[config.mk]
export PLATFORM = sky130hd
export DESIGN_NAME = decode_n_seq
export DESIGN_NICKNAME = d
export VERILOG_FILES = /design/src/rtl/decode_n_seq.sv
export SDC_FILE = /design/constraint.sdc
export NUM_CORES = 1
export LEC_CHECK = 0
export BUFFER_PORTS_ARGS = -buffer_cell sky130_fd_sc_hd__clkbuf_2
export CAP_MARGIN = 20
export CORE_ASPECT_RATIO = 1.4
export CORE_MARGIN = 2
export CORE_UTILIZATION = 45
export DETAILED_ROUTE_END_ITERATION = 6
export GPL_TIMING_DRIVEN = 0
export PLACE_DENSITY = 0.74
export SYNTH_ARGS = -nofsm -noshare
export SYNTH_HDL_FRONTEND = slang
export SYNTH_SLANG_ARGS = --single-unit
export TNS_END_PERCENT = 20
[constraint.sdc]
create_clock -name clk -period 2.29 [get_ports clk]
set_clock_uncertainty 0.1 [all_clocks]
set_input_delay 0.1145 -clock clk [delete_from_list [all_inputs] [get_ports clk]]
set_output_delay 0.1145 -clock clk [all_outputs]
set_load 0.05 [all_outputs]
[src/rtl/decode_n_seq.sv]
// Registered N-to-2^N one-hot decoder with a valid/ready command port.
// Supports three drive modes: single-cycle pulse, timed hold, and a full scan across every output.
module decode_n_seq #(
    parameter int N       = 3,
    parameter int DWELL_W = 4
) (
    input  logic                 clk,
    input  logic                 rst_n,
    input  logic                 in_valid,
    output logic                 in_ready,
    input  logic [N-1:0]         de_in,
    input  logic                 data,
    input  logic [1:0]           mode,
    input  logic [DWELL_W-1:0]   dwell,
    input  logic                 abort,
    output logic [(1<<N)-1:0]    de_out,
    output logic                 out_valid,
    output logic [N-1:0]         scan_idx,
    output logic                 done
);

    localparam int            OUT_W     = 1 << N;
    localparam logic [OUT_W-1:0] ONE_HOT0 = {{(OUT_W-1){1'b0}}, 1'b1};
    localparam logic [N:0]    LAST_STEP = {1'b0, {N{1'b1}}};

    typedef enum logic {IDLE, ACTIVE} state_t;

    state_t              state_q, state_d;
    logic [N-1:0]        idx_q, idx_d;
    logic [DWELL_W-1:0]  dcnt_q, dcnt_d;
    logic [N:0]          step_q, step_d;
    logic [OUT_W-1:0]    de_out_q, de_out_d;
    logic                out_valid_q, out_valid_d;
    logic                done_q, done_d;

    // Captured command fields; only meaningful while ACTIVE, so they carry no reset.
    logic                data_q, data_d;
    logic                scan_q, scan_d;
    logic [DWELL_W-1:0]  dwell_q, dwell_d;

    logic accept;

    assign in_ready = rst_n & ~abort & ((state_q == IDLE) | done_q);
    assign accept   = in_valid & in_ready;

    always_comb begin
        state_d     = state_q;
        idx_d       = idx_q;
        dcnt_d      = dcnt_q;
        step_d      = step_q;
        data_d      = data_q;
        scan_d      = scan_q;
        dwell_d     = dwell_q;

        if (accept) begin
            state_d = ACTIVE;
            idx_d   = de_in;
            data_d  = data;
            scan_d  = (mode == 2'b10);
            // Pulse (and reserved) behaves as a hold of length one.
            dwell_d = ((mode == 2'b01) || (mode == 2'b10)) ? dwell : '0;
            dcnt_d  = '0;
            step_d  = '0;
        end else if (state_q == ACTIVE) begin
            if (abort || done_q) begin
                state_d = IDLE;
            end else if (dcnt_q == dwell_q) begin
                dcnt_d = '0;
                step_d = step_q + 1'b1;
                idx_d  = idx_q + 1'b1;
            end else begin
                dcnt_d = dcnt_q + 1'b1;
            end
        end

        out_valid_d = (state_d == ACTIVE);
        done_d      = out_valid_d && (dcnt_d == dwell_d) && (!scan_d || (step_d == LAST_STEP));
        de_out_d    = (out_valid_d && data_d) ? (ONE_HOT0 << idx_d) : '0;
    end

    always_ff @(posedge clk) begin
        if (!rst_n) begin
            state_q     <= IDLE;
            idx_q       <= '0;
            dcnt_q      <= '0;
            step_q      <= '0;
            de_out_q    <= '0;
            out_valid_q <= 1'b0;
            done_q      <= 1'b0;
        end else begin
            state_q     <= state_d;
            idx_q       <= idx_d;
            dcnt_q      <= dcnt_d;
            step_q      <= step_d;
            de_out_q    <= de_out_d;
            out_valid_q <= out_valid_d;
            done_q      <= done_d;
        end
    end

    always_ff @(posedge clk) begin
        data_q  <= data_d;
        scan_q  <= scan_d;
        dwell_q <= dwell_d;
    end

    assign de_out    = de_out_q;
    assign out_valid = out_valid_q;
    assign scan_idx  = idx_q;
    assign done      = done_q;

endmodule

==> results of run 1 <==
## area by class of cell
| cell class | instances | area [um^2] |
|---|---|---|
| fillers | 268 | 1240 |
| multi-input cells | 105 | 737 |
| flip-flops and latches | 27 | 542 |
| repair buffers | 29 | 155 |
| well taps | 37 | 46.3 |
| clock buffers | 4 | 45.0 |
| plain buffers | 3 | 28.8 |
| inverters | 6 | 22.5 |
## cell usage in the layout (no fill, tap or decap), types with 4 or more instances in the layout
| master | Yosys | final |
|---|---|---|
| a21oi_1 | 5 | 5 |
| clkbuf_2 | 0 | 27 |
| dfxtp_1 | 27 | 26 |
| ha_1 | 4 | 4 |
| inv_1 | 6 | 6 |
| nand2_1 | 11 | 11 |
| nand2b_1 | 5 | 5 |
| nor2_1 | 5 | 5 |
| nor2b_1 | 4 | 4 |
| nor3_1 | 17 | 17 |
| o21ai_0 | 8 | 8 |
| xnor2_1 | 4 | 4 |
| xor2_1 | 7 | 7 |
## layer usage
layer,routed length [um],up-vias,GRT usage
met2,1550,23,0.365
li1,-,566,-
met4,44,0,0.0625
met5,0,-,0
met3,94,5,0.0240
met1,1180,500,0.193
## power by group through the flow
stage               registers [mW]  clock network, mW  logic, mW
CTS                          0.522              0.270      0.208
global route                 0.528              0.287      0.227
finish                       0.523              0.272      0.208
floorplan                    0.551                  0      0.131
global placement             0.532                  0      0.200
detailed placement           0.534                  0      0.204
## critical path: cells and delay by family, from the launching register on
kind / cells / cell delay [ns]
flip-flops: 1 / 0.41
AO/OA/AOI/OAI: 2 / 0.32
AND/OR/NAND/NOR: 3 / 0.80
adder cells (fa/ha/maj): 1 / 0.16
XOR/XNOR: 1 / 0.23
## final timing paths
kind,start,endpoint,cells past startpoint
setup / recovery,dcnt_q[1],done,7
hold / removal,dwell[1],dwell_q[1],3
setup reg to reg,dcnt_q[1],done,7
hold reg to reg,data_q,data_q,1
## through the flow
stage           util  worst slack, ns  instance area (um^2)
3_3_place_gp   0.531            0.216                  1500
6_report       0.559            0.190                  1580
5_1_grt        0.559          0.00507                  1580
2_1_floorplan      -            0.128                  1320
3_5_place_dp   0.531           0.0868                  1500
4_1_cts        0.554           0.0560                  1560
## flip-flops by register name, summed over array words and instances (netlist names)
| name | flops |
|---|---|
| done | 1 |
| dwell_q | 4 |
| scan_q | 1 |
| de_out | 8 |
| scan_idx | 3 |
| dcnt_q | 4 |
| data_q | 1 |
| out_valid | 1 |
| step_q | 4 |
## cells by family after synthesis
kind of cell | count (synthesis) | share of synthesized area
AO/OA/AOI/OAI | 22 | 0.105
AND/OR/NAND/NOR | 63 | 0.279
XOR/XNOR | 12 | 0.0941
flip-flops | 27 | 0.411
adder cells (fa/ha/maj) | 4 | 0.0380
buffers and inverters | 9 | 0.0390
multiplexers | 4 | 0.0342
## what timing repair did
item / in CTS / in global routing
hold endpoints to repair: 2 / 0
setup buffers: 0 / 0
hold buffers: 2 / 0
endpoints found under the setup margin: 0 / 1
gates resized for setup: 0 / 3
==> key figures, run 1 <==
Worst setup path
  • Setup CP Type: reg2reg
  • R2R Setup Slk: 0.19 ns
  • Worst setup EP type: flop
  • Slowest cell on the critical path: dfxtp_1
  • CP Data Arrival Time: approximately 2.2 ns
  • CP startpoint kind: flop
  • Worst path max stage delay: 0.41 ns
  • Crit path max fanout: 4
  • Cell repeated most along the worst path: nor4bb_2
  • Critical path cell sequence: ha_1 > nor4bb_2 > xnor2_1 > nor4bb_2 > a31oi_1 > o221a_1 > nor4_2
  • Worst Path Required: between 2 and 2.5 ns

Clock tree
  • Root buffer cell: clkbuf_8
  • Num Clock Sinks: 27
  • Clock transition at path regs: approximately 0.090 ns
  • Clk Latency, worst-skew pair: 0.27 ns
  • CTS buffer count: 3
  • CTS tree: built
  • Htree depth: 1
  • CTS max path bufs: 2

GRT
  • First-pass GRT wire length: roughly 4700 um
  • Largest net degree at the start of global routing: 15
  • Initial antenna violation count: 0
  • Vias in the first global route: 1,109
  • Grt ovf: 0
  • Global Route Usage Sum: 0.182

Synthesis
  • Synth Warn #: 0
  • Seq/Total Area, Yosys: 0.411
  • Synth Cell Area: approximately 1300 um^2
  • #FFs+latches synth: 27
  • Top cell type by total area after synthesis: dfxtp_1
  • Post-synth cell types: 41
  • Number of enable flip-flop cells after synthesis: 0
  • Post-Syn Nets: around 160
  • Most frequent cell after synthesis: dfxtp_1
  • Post-synth top cells: dfxtp_1, nor3_1, nand2_1, o21ai_0, xor2_1
  • Async SR Flop Fraction: 0
  • Ys flop type: dfxtp_1
  • Yosys top cell area share: 0.411
  • Dominant cells by area after synthesis: dfxtp_1, nor3_1, xor2_1
  • Post-Synthesis Cells: ~140
  • Syn avg cell area: between 9 and 10 um^2

Floorplan
  • Die width: slightly below 50 um
  • Core Rows: 23
  • Initial cell density of the core: 0.467
  • DIE HEIGHT: 68.0 um
  • Die Footprint: ~3400 um^2
  • Total I/O pin count: 28
  • Placeable Area: around 2800 um^2

Power
  • Clk pwr share: 0.271
  • Pwr Total: 1.00 mW
  • Int Pwr: roughly 0.7 mW
  • Combinational share of power: 0.207
  • Max VDD drop: approximately 0.43 mV
  • Flop pwr share: 0.521
  • Switching Share: 0.295
  • Pleak: between 0.6 and 0.7 nW
  • Pwr/cell area: ~640 nW/um^2
  • P_sw: a little under 0.3 mW

Routing
  • Via count: about 1.1k
  • DR iter-0 viols: 11
  • Post-Route WL: about 2900 um
  • Antenna viol nets, final: 0
  • Drt drc: 0
  • Average routed wire per standard cell: 13.6 um
  • Vias per Instance: 5.18
  • First-pass DRT Iterations: 4

STA
  • RSZ-0062 raised after global routing: no
  • Count of final setup violators: 0
  • Final min period: roughly 2.1 ns
  • Fmax: ~480 MHz
  • Tcrit/Tclk final: 0.917
  • Final hold violations: 0
  • Count of pins over their slew limit: 0
  • Setup_tns: 0 ns
  • Slew HR: 0.719
  • Hold WS: between 0.008 and 0.009 ns
  • Slew @ Worst Pin: 0.418 ns

Cells and area
  • Syn-to-layout area delta: 19.8%
  • Fraction of layout cells with a size suffix above 1: 0.247
  • Final cell count without fillers: around 210
  • Nets@finish: 193
  • Diode count: 0

Placement
  • DPL Wire Length: 2280 um
  • DP Cell Count: just over 200
  • Port Buffer Count: 27
  • GPL Wtd Cong: between 0.8 and 0.9

Status
  • Outcome: complete, no violations

Worst hold path
  • Min-delay worst type: in2reg

Run
  • Max-Cap Viols: 0
No activity file was read; power rests on OpenSTA's default activity.
==> inputs of run 2 (changes only) <==
==> constraint.sdc (replaced) <==
create_clock -name clk -period 2.29 [get_ports clk]
set_clock_uncertainty 0.1 [all_clocks]
set_input_delay 0.458 -clock clk [delete_from_list [all_inputs] [get_ports clk]]
set_output_delay 0.458 -clock clk [all_outputs]
set_load 0.05 [all_outputs]
==> run 2 against run 1 <==
Effect of this change: utilization decreased by 0.71 points; combinational power is essentially flat; highest routed layer unchanged; register-to-register slack hardly changed; wire length decreased by 0.84%; final cell count decreased by 0.95%; setup slack got worse by 0.0054 ns.
==> key figures, run 2 (synthesis results as in run 1) <==
Status
  • Outcome: complete, no violations

Floorplan
  • Total I/O pin count: 28
  • Die width: 49.7 um
  • Placeable Area: about 2800 um^2
  • Core Rows: 23
  • Die Footprint: 3380 um^2
  • Initial cell density of the core: 0.467
  • DIE HEIGHT: 68.0 um

Power
  • Clk pwr share: 0.272
  • Switching Share: 0.295
  • Flop pwr share: 0.523
  • Max VDD drop: 0.434 mV
  • P_sw: 0.295 mW
  • Combinational share of power: 0.205
  • Pleak: 0.679 nW
  • Int Pwr: between 0.7 and 0.8 mW
  • Pwr/cell area: between 600 and 700 nW/um^2

STA
  • Tcrit/Tclk final: 0.920
  • Final hold violations: 0
  • Slew @ Worst Pin: 0.418 ns
  • Slew HR: 0.719
  • Count of final setup violators: 0
  • RSZ-0062 raised after global routing: no
  • Final worst slack: ~0.18 ns
  • Final min period: approximately 2.1 ns
  • Count of pins over their slew limit: 0
  • Setup_tns: 0 ns
  • Fmax: around 470 MHz

Worst setup path
  • Worst Path Required: between 2 and 2.5 ns
  • R2R Setup Slk: about 0.18 ns
  • Setup CP Type: reg2reg
  • Crit path max fanout: 10
  • CP startpoint: out_valid
  • Critical Path Sink: done
  • CP Data Arrival Time: 2.20 ns
  • CP startpoint kind: flop
  • Reg2reg path depth: 6
  • Slowest cell on the critical path: dfxtp_1
  • Worst setup EP type: flop
  • Worst path max stage delay: 0.39 ns
  • Reg-to-Reg End: done
  • Critical path cell sequence: nor2b_1 > nand3b_1 > buf_2 > clkbuf_1 > a41oi_1 > nor4_2
  • Worst R2R Start: out_valid

Placement
  • Setup WS pre-CTS: between 0.05 and 0.06 ns
  • Port Buffer Count: 27
  • DPL Wire Length: roughly 2300 um
  • DP Cell Count: 205
  • GPL Wtd Cong: 0.885

GRT
  • Vias in the first global route: ~1.1k
  • Initial antenna violation count: 0
  • First-pass GRT wire length: 4640 um
  • Grt ovf: 0
  • Largest net degree at the start of global routing: 15
  • Global Route Usage Sum: 0.180

Cells and area
  • Final cell count without fillers: around 210
  • Fraction of layout cells with a size suffix above 1: 0.250
  • Max reg flops: 8
  • Diode count: 0
  • Syn-to-layout area delta: 18.3%
  • Most common cell after layout, fill and taps aside: clkbuf_2
  • Nets@finish: between 150 and 200
  • Commonest cells after routing, fill and taps aside: clkbuf_2, dfxtp_1, nor3_1

Routing
  • Vias per Instance: approximately 5.2
  • Drt drc: 0
  • DR iter-0 viols: 9
  • Average routed wire per standard cell: about 14 um
  • Post-Route WL: between 2000 and 3000 um
  • Via count: approximately 1.1k
  • Antenna viol nets, final: 0
  • First-pass DRT Iterations: 4

Clock tree
  • Clock transition at path regs: around 0.090 ns
  • CTS tree: built
  • Clk Latency, worst-skew pair: roughly 0.27 ns
  • Post-CTS Hold Buffers: 0
  • CTS max path bufs: 2
  • Root buffer cell: clkbuf_8
  • Num Clock Sinks: 27
  • CTS buffer count: 3
  • Htree depth: 1

Worst hold path
  • Min-delay worst type: in2reg

Run
  • Max-Cap Viols: 0
==> run 2: changes by cell type in the layout (fill, tap and decap cells not counted), sizes merged <==
cell	before	now
dlygate4sd3	2	0
==> run 2: what timing repair did <==
action | 4_1_cts | 5_1_grt
setup buffers | 0 | 0
endpoints found under the setup margin | 0 | 1
resized for setup | 0 | 3
endpoints found under the hold margin | 0 | 0
==> run 2: power by group through the flow <==
stage                     logic [mW]  clock network, mW  registers (mW)
after floorplan                0.131                  0           0.551
final                          0.205              0.272           0.523
after CTS                      0.205              0.270           0.522
after global placement         0.200                  0           0.532
after global routing           0.224              0.287           0.528
after detailed placement       0.204                  0           0.534
==> run 2: layout make-up <==
class                   count  area, um^2
fillers                   268        1260
multi-input cells         105         737
flip-flops and latches     27         542
repair buffers             27         135
well taps                  37        46.3
clock buffers               4        45.0
plain buffers               3        28.8
inverters                   6        22.5
==> run 2: metrics by stage <==
| step | power, mW | hold WS [ns] | utilization | instance area [um^2] |
|---|---|---|---|---|
| after global placement | 0.732 | 0.381 | 0.531 | 1500 |
| after global routing | 1.04 | 0.357 | 0.552 | 1560 |
| final | 1.00 | 0.330 | 0.552 | 1560 |
| after floorplan | 0.682 | 0.328 | - | 1320 |
| after CTS | 0.998 | 0.337 | 0.547 | 1540 |
| after detailed placement | 0.738 | 0.387 | 0.531 | 1500 |
==> run 2: worst max-delay path, delay by kind of cell, from the launching register on <==
kind | cells | cell delay (ns)
compound gates | 1 | 0.23
buf+inv | 2 | 0.64
flops | 1 | 0.39
simple gates | 3 | 0.66
==> run 2: how the worst min path moves through the flow <==
stage                 endpoint  startpoint  slack (ns)  cells past startpoint
floorplan               scan_q      scan_q        0.33                      2
CTS                 dwell_q[2]    dwell[2]        0.34                      3
detailed placement      data_q      data_q        0.39                      1
global route        dwell_q[2]    dwell[2]        0.36                      3
finish              dwell_q[2]    dwell[2]        0.33                      3
global placement        data_q      data_q        0.38                      1
==> run 2: metal layers <==
metal,track usage,vias up,wire [um]
met5,0,-,0
met4,0.0625,0,44
met3,0.0240,5,94
met2,0.360,23,1540
met1,0.190,499,1170
li1,-,562,-
